==> src/rtl/cache_pkg.sv <==
// Shared types and constants for the shift-in lookup cache fill controller.
package cache_pkg;

  localparam int unsigned DEF_AW   = 32;
  localparam int unsigned DEF_DW   = 32;
  localparam int unsigned LK_DEPTH = 32;

  typedef enum logic [2:0] {
    IDLE   = 3'd0,
    MEM_RD = 3'd1,
    MEM_WR = 3'd2,
    FILL   = 3'd3,
    RESP   = 3'd4
  } state_e;

endpackage

==> src/rtl/sat_counter.sv <==
// W-bit incrementer that sticks at all-ones instead of wrapping.
module sat_counter #(
  parameter int unsigned W = 16
) (
  input  logic         clk,
  input  logic         rst,
  input  logic         inc_i,
  output logic [W-1:0] cnt_o
);

  logic [W-1:0] cnt_q;

  // NOTE: state registers take non-blocking assignments so every flop samples pre-edge values.
  always_ff @(posedge clk or posedge rst) begin
    if (rst) begin
      cnt_q <= '0;
    end else if (inc_i && (cnt_q != '1)) begin
      cnt_q <= cnt_q + W'(1);
    end
  end

  assign cnt_o = cnt_q;

endmodule

==> src/rtl/cache_fill_ctrl.sv <==
// Fill/update controller for the shift-in lookup: resolves loads (hit or memory fetch),
// writes stores through to memory, and shifts every fetched/stored word into the lookup.
module cache_fill_ctrl
  import cache_pkg::*;
#(
  parameter int unsigned AW      = DEF_AW,
  parameter int unsigned DW      = DEF_DW,
  parameter int unsigned TIMEOUT = 255,
  parameter int unsigned CW      = 16
) (
  input  logic          CLK,
  input  logic          RST,
  input  logic          REQ,
  input  logic          REQ_WE,
  input  logic [AW-1:0] REQ_ADDR,
  input  logic [DW-1:0] REQ_WDATA,
  output logic          BUSY,
  output logic          RESP_VALID,
  output logic [DW-1:0] RESP_DATA,
  output logic          ERR,
  output logic [AW-1:0] LK_ADDR,
  output logic [DW-1:0] LK_DIN,
  output logic          LK_WE,
  input  logic          LK_FOUND,
  input  logic [DW-1:0] LK_DOUT,
  output logic          MEM_REQ,
  output logic          MEM_WE,
  output logic [AW-1:0] MEM_ADDR,
  output logic [DW-1:0] MEM_WDATA,
  input  logic          MEM_ACK,
  input  logic [DW-1:0] MEM_RDATA,
  output logic [CW-1:0] HIT_CNT,
  output logic [CW-1:0] MISS_CNT
);

  localparam int unsigned      TW    = (TIMEOUT > 1) ? $clog2(TIMEOUT + 1) : 1;
  localparam logic [TW-1:0]    TLAST = TW'((TIMEOUT > 0) ? TIMEOUT - 1 : 0);

  state_e        state_q, state_d;
  logic [AW-1:0] addr_q, addr_d;
  logic [DW-1:0] data_q, data_d;
  logic          we_q, we_d;
  logic          err_q, err_d;
  logic [TW-1:0] timer_q, timer_d;
  logic          hit_inc, miss_inc;

  always_ff @(posedge CLK or posedge RST) begin
    if (RST) begin
      state_q <= IDLE;
      addr_q  <= '0;
      data_q  <= '0;
      we_q    <= 1'b0;
      err_q   <= 1'b0;
      timer_q <= '0;
    end else begin
      state_q <= state_d;
      addr_q  <= addr_d;
      data_q  <= data_d;
      we_q    <= we_d;
      err_q   <= err_d;
      timer_q <= timer_d;
    end
  end

  // NOTE: every variable gets a default before the case so no path leaves one unassigned (no latches).
  always_comb begin
    state_d  = state_q;
    addr_d   = addr_q;
    data_d   = data_q;
    we_d     = we_q;
    err_d    = err_q;
    timer_d  = '0;
    hit_inc  = 1'b0;
    miss_inc = 1'b0;
    case (state_q)
      IDLE: begin
        if (REQ) begin
          addr_d = REQ_ADDR;
          data_d = REQ_WDATA;
          we_d   = REQ_WE;
          err_d  = 1'b0;
          if (REQ_WE) begin
            state_d = MEM_WR;
          end else if (LK_FOUND) begin
            data_d  = LK_DOUT;
            hit_inc = 1'b1;
            state_d = RESP;
          end else begin
            miss_inc = 1'b1;
            state_d  = MEM_RD;
          end
        end
      end
      MEM_RD, MEM_WR: begin
        // An ACK in the final timer cycle still completes normally.
        if (MEM_ACK) begin
          if (state_q == MEM_RD) data_d = MEM_RDATA;
          state_d = FILL;
        end else if ((TIMEOUT != 0) && (timer_q == TLAST)) begin
          err_d   = 1'b1;
          state_d = RESP;
        end else begin
          timer_d = timer_q + TW'(1);
        end
      end
      FILL:    state_d = RESP;
      RESP:    state_d = IDLE;
      default: state_d = IDLE;
    endcase
  end

  assign BUSY       = (state_q != IDLE);
  assign RESP_VALID = (state_q == RESP);
  assign RESP_DATA  = ((state_q == RESP) && !we_q && !err_q) ? data_q : '0;
  assign ERR        = (state_q == RESP) && err_q;
  // Lookup sees the live request address in IDLE so the hit check is same-cycle.
  assign LK_ADDR    = (state_q == IDLE) ? REQ_ADDR : addr_q;
  assign LK_DIN     = data_q;
  assign LK_WE      = (state_q == FILL);
  assign MEM_REQ    = (state_q == MEM_RD) || (state_q == MEM_WR);
  assign MEM_WE     = (state_q == MEM_WR);
  assign MEM_ADDR   = addr_q;
  assign MEM_WDATA  = data_q;

  sat_counter #(.W(CW)) u_hit_cnt (
    .clk   (CLK),
    .rst   (RST),
    .inc_i (hit_inc),
    .cnt_o (HIT_CNT)
  );

  sat_counter #(.W(CW)) u_miss_cnt (
    .clk   (CLK),
    .rst   (RST),
    .inc_i (miss_inc),
    .cnt_o (MISS_CNT)
  );

endmodule

==> config.mk <==
export PLATFORM = sky130hd
export DESIGN_NAME = cache_fill_ctrl
export DESIGN_NICKNAME = d
export VERILOG_FILES = /design/src/rtl/cache_pkg.sv /design/src/rtl/sat_counter.sv /design/src/rtl/cache_fill_ctrl.sv
export SDC_FILE = /design/constraint.sdc
export NUM_CORES = 1
export LEC_CHECK = 0
export ABC_AREA = 1
export CAP_MARGIN = 20
export CORE_MARGIN = 5
export CORE_UTILIZATION = 29
export CTS_CLUSTER_SIZE = 10
export DETAILED_ROUTE_END_ITERATION = 6
export PLACE_DENSITY = 0.71
export SYNTH_ARGS = -nofsm -noshare
export SYNTH_HDL_FRONTEND = slang
export SYNTH_HIERARCHICAL = 1
export SYNTH_SLANG_ARGS = --single-unit
==> constraint.sdc <==
create_clock -name CLK -period 2.98 [get_ports CLK]
set_clock_uncertainty 0.15 [all_clocks]
set_input_delay 0.298 -clock CLK [delete_from_list [all_inputs] [get_ports CLK]]
set_output_delay 0.298 -clock CLK [all_outputs]
set_load 0.05 [all_outputs]
==> reports/metrics.csv <==
metric;value;unit
Core Rows;57;
Placer Congestion;0.837;
Initial DRC Count;612;
ratio of cells with drive above 1 in the final layout;11.1;%
Post-Route WL;25200;um
post-CTS sizing;0;
Num CTS Buffers;9;
Antenna Nets Post-Route;0;
Final Setup Violations;0;
Core Footprint;0.0240;sq mm
clock sink count;109;
Leak;5.20;nW
Area contributors post-synth;dfrtp_1 (39%), nand2_1 (25%), inv_1 (5.6%);
Avg Cell Area, Syn;6.68;sq um
Post-Synthesis Cells;1050;
PortBufs;331;
cell accounting for the most synthesized area;dfrtp_1;
syn_nets;1188;
number of vias per cell;4.46;
Die Span X;166;um
ys flop type;dfrtp_1;
first-pass GRT wire length;38400;um
Hold Vio Cnt, Final;0;
Final min period;2.55;ns
start of the worst register-to-register path;state_q[0];
FF-to-FF End;LK_DIN[31];
R2R cell count;7;
Yosys warning count;6;
Vias;7396;
die area;0.0274;sq mm
Longest Clk Path Bufs;2;
hold_buf cts;0;
vias in the first global route;7087;
synth-to-layout area growth;58.5;%
flop-to-flop setup slack;0.77;ns
Slew Limit Fails;0;
crit-path max FO;54;
Hold Crit Class;in2async;
final worst path period share;85.6;%
drt wl/cell;15.2;um
Design Area, Final;0.0111;sq mm
clk_lat worst skew;0.35;ns
GRT Overall Usage;17.6;%
fill count;2369;
CTS tree;yes;
FMAX;392;MHz
pin count of the biggest net entering global routing;78;
FFs w/ async S/R, synth;100;%
grt ovf;0;
drt first pass iters;5;
sequential share of the synthesized area;38.9;%
Layout Utilization;46.3;%
Clk pin slew, worst setup/hold paths;0.08;ns
hpwl dp;19200;um
DIE HEIGHT;166;um
setup TNS;0;ns
H-tree depth;3;
post-synth top area share;38.9;%
Seq cells post-synth;109;
Max Cap Viol;0;
status;completed;
worst vdd ir;809;uV
WS Path Type;reg2out;
Startpoint Class;flip-flop;
Initial Util;29.2;%
root buf cell;clkbuf_16;
initial antenna violation count;1;
RSZ-0062 raised after global routing;false;
fin nets;1467;
Post-route DRC;0;
Post-CTS Setup Bufs;0;
n_diodes;0;
post-synth cell types;29;
Power per Cell Area;1150;mW/mm^2
Setup crit end kind;output port;
dpl cell area;0.0108;sq mm
slew margin rel.;54.7;%
EDFF count, synth;0;
io pins;332;
crit path DAT;2.10;ns
worst slew pin tran;0.678;ns
Cell Area, Synth;0.00701;sq mm
required time at the endpoint of the critical path;2.53;ns
## power by group
group          internal [W]  switching, W  total [W]  leakage (nW)
Combinational       0.00297       0.00594    0.00891          3.67
Sequential          0.00203      0.000652    0.00268          1.40
Clock              0.000581      0.000602    0.00118         0.139
Total               0.00557       0.00720     0.0128          5.20
## Yosys cell counts (5+ instances only)
cell	count
buf_2	18
nand3_1	57
xor2_1	7
clkbuf_1	11
xnor2_1	5
nand4_1	12
o21ai_2	12
o21ai_0	61
inv_1	104
dfrtp_1	109
nor2_2	6
nand2_1	464
inv_2	5
o21ai_1	14
nor2_1	78
buf_4	39
nor2_4	11
nand2_2	15
## worst max-delay path by stage
| stage | startpoint | end | slack [ns] | cells after the start |
|---|---|---|---|---|
| after global placement | REQ_WE | u_miss_cnt/cnt_o[4] | 0.74 | 8 |
| after CTS | state_q[1] | LK_ADDR[9] | 0.33 | 7 |
| after detailed placement | REQ_WE | u_miss_cnt/cnt_o[10] | 0.68 | 8 |
| after global routing | state_q[0] | LK_ADDR[9] | 0.18 | 7 |
| after floorplan | state_q[0] | RESP_DATA[10] | 0.27 | 4 |
| final | state_q[0] | LK_ADDR[9] | 0.43 | 7 |
## metal layers
| layer | routed length [um] | track usage [%] | share of wire (%) | vias up |
|---|---|---|---|---|
| li1 | - | - | - | 3735 |
| met1 | 9890 | 20.7 | 39 | 3353 |
| met2 | 12200 | 30.5 | 48 | 277 |
| met3 | 2820 | 6.55 | 11 | 29 |
| met4 | 364 | 4.05 | 1.4 | 2 |
| met5 | 13 | 0 | 0.052 | - |
## state kept, by name (all words and copies together), names as in the netlist
register          cells
LK_DIN               32
MEM_ADDR             32
err_q                 1
state_q               3
timer_q               8
u_hit_cnt/cnt_o      16
u_miss_cnt/cnt_o     16
we_q                  1
## through the flow
stage	total power (W)	setup slack, ns	hold slack, ns	cells
2_1_floorplan	0.00853	0.272	0.0617	1050
3_3_place_gp	0.0116	0.740	0.319	1642
3_5_place_dp	0.0117	0.676	0.324	1642
4_1_cts	0.0129	0.330	0.291	1657
5_1_grt	0.0135	0.180	0.276	1657
6_report	0.0128	0.428	0.216	1657
## cell usage in the layout, fill, tap and decap left out, drive strengths merged
cell	instances
nand2	479
clkdlybuf4s50	265
inv	112
dfrtp	109
nor2	95
o21ai	87
buf	77
nand3	59
nand4	12
clkbuf	9
xor2	7
xnor2	5
clkinv	5
ha	4
nand3b	4
nor3	2
a21oi	1
and2	1
## cell families (layout without fill, tap and decap cells)
group	count (synthesis)	after routing	synth area share (%)
fa+ha+maj	4	4	0.714
buf+inv	185	468	13.1
compound gates	88	88	6.97
xor+xnor	12	12	1.50
simple gates	652	652	38.8
flops	109	109	38.9
## worst max-delay path, cell delays in order (launching register included)
cell	delay (ns)
dfrtp_1	0.47
inv_2	0.07
nand2_2	0.15
buf_4	0.43
buf_4	0.26
nand2_1	0.05
o21ai_0	0.08
buf_4	0.23
## area by class of cell
type	count	area, sq um	area share (%)
timing repair buffer	342	3910	35.1
multi-input combinational	756	3380	30.4
sequential	109	2730	24.5
inverter	111	420	3.78
tap	324	405	3.65
clock buffer	9	225	2.03
clock inverter	6	56.3	0.506
Note: power is estimated with default switching activity, not from simulation.
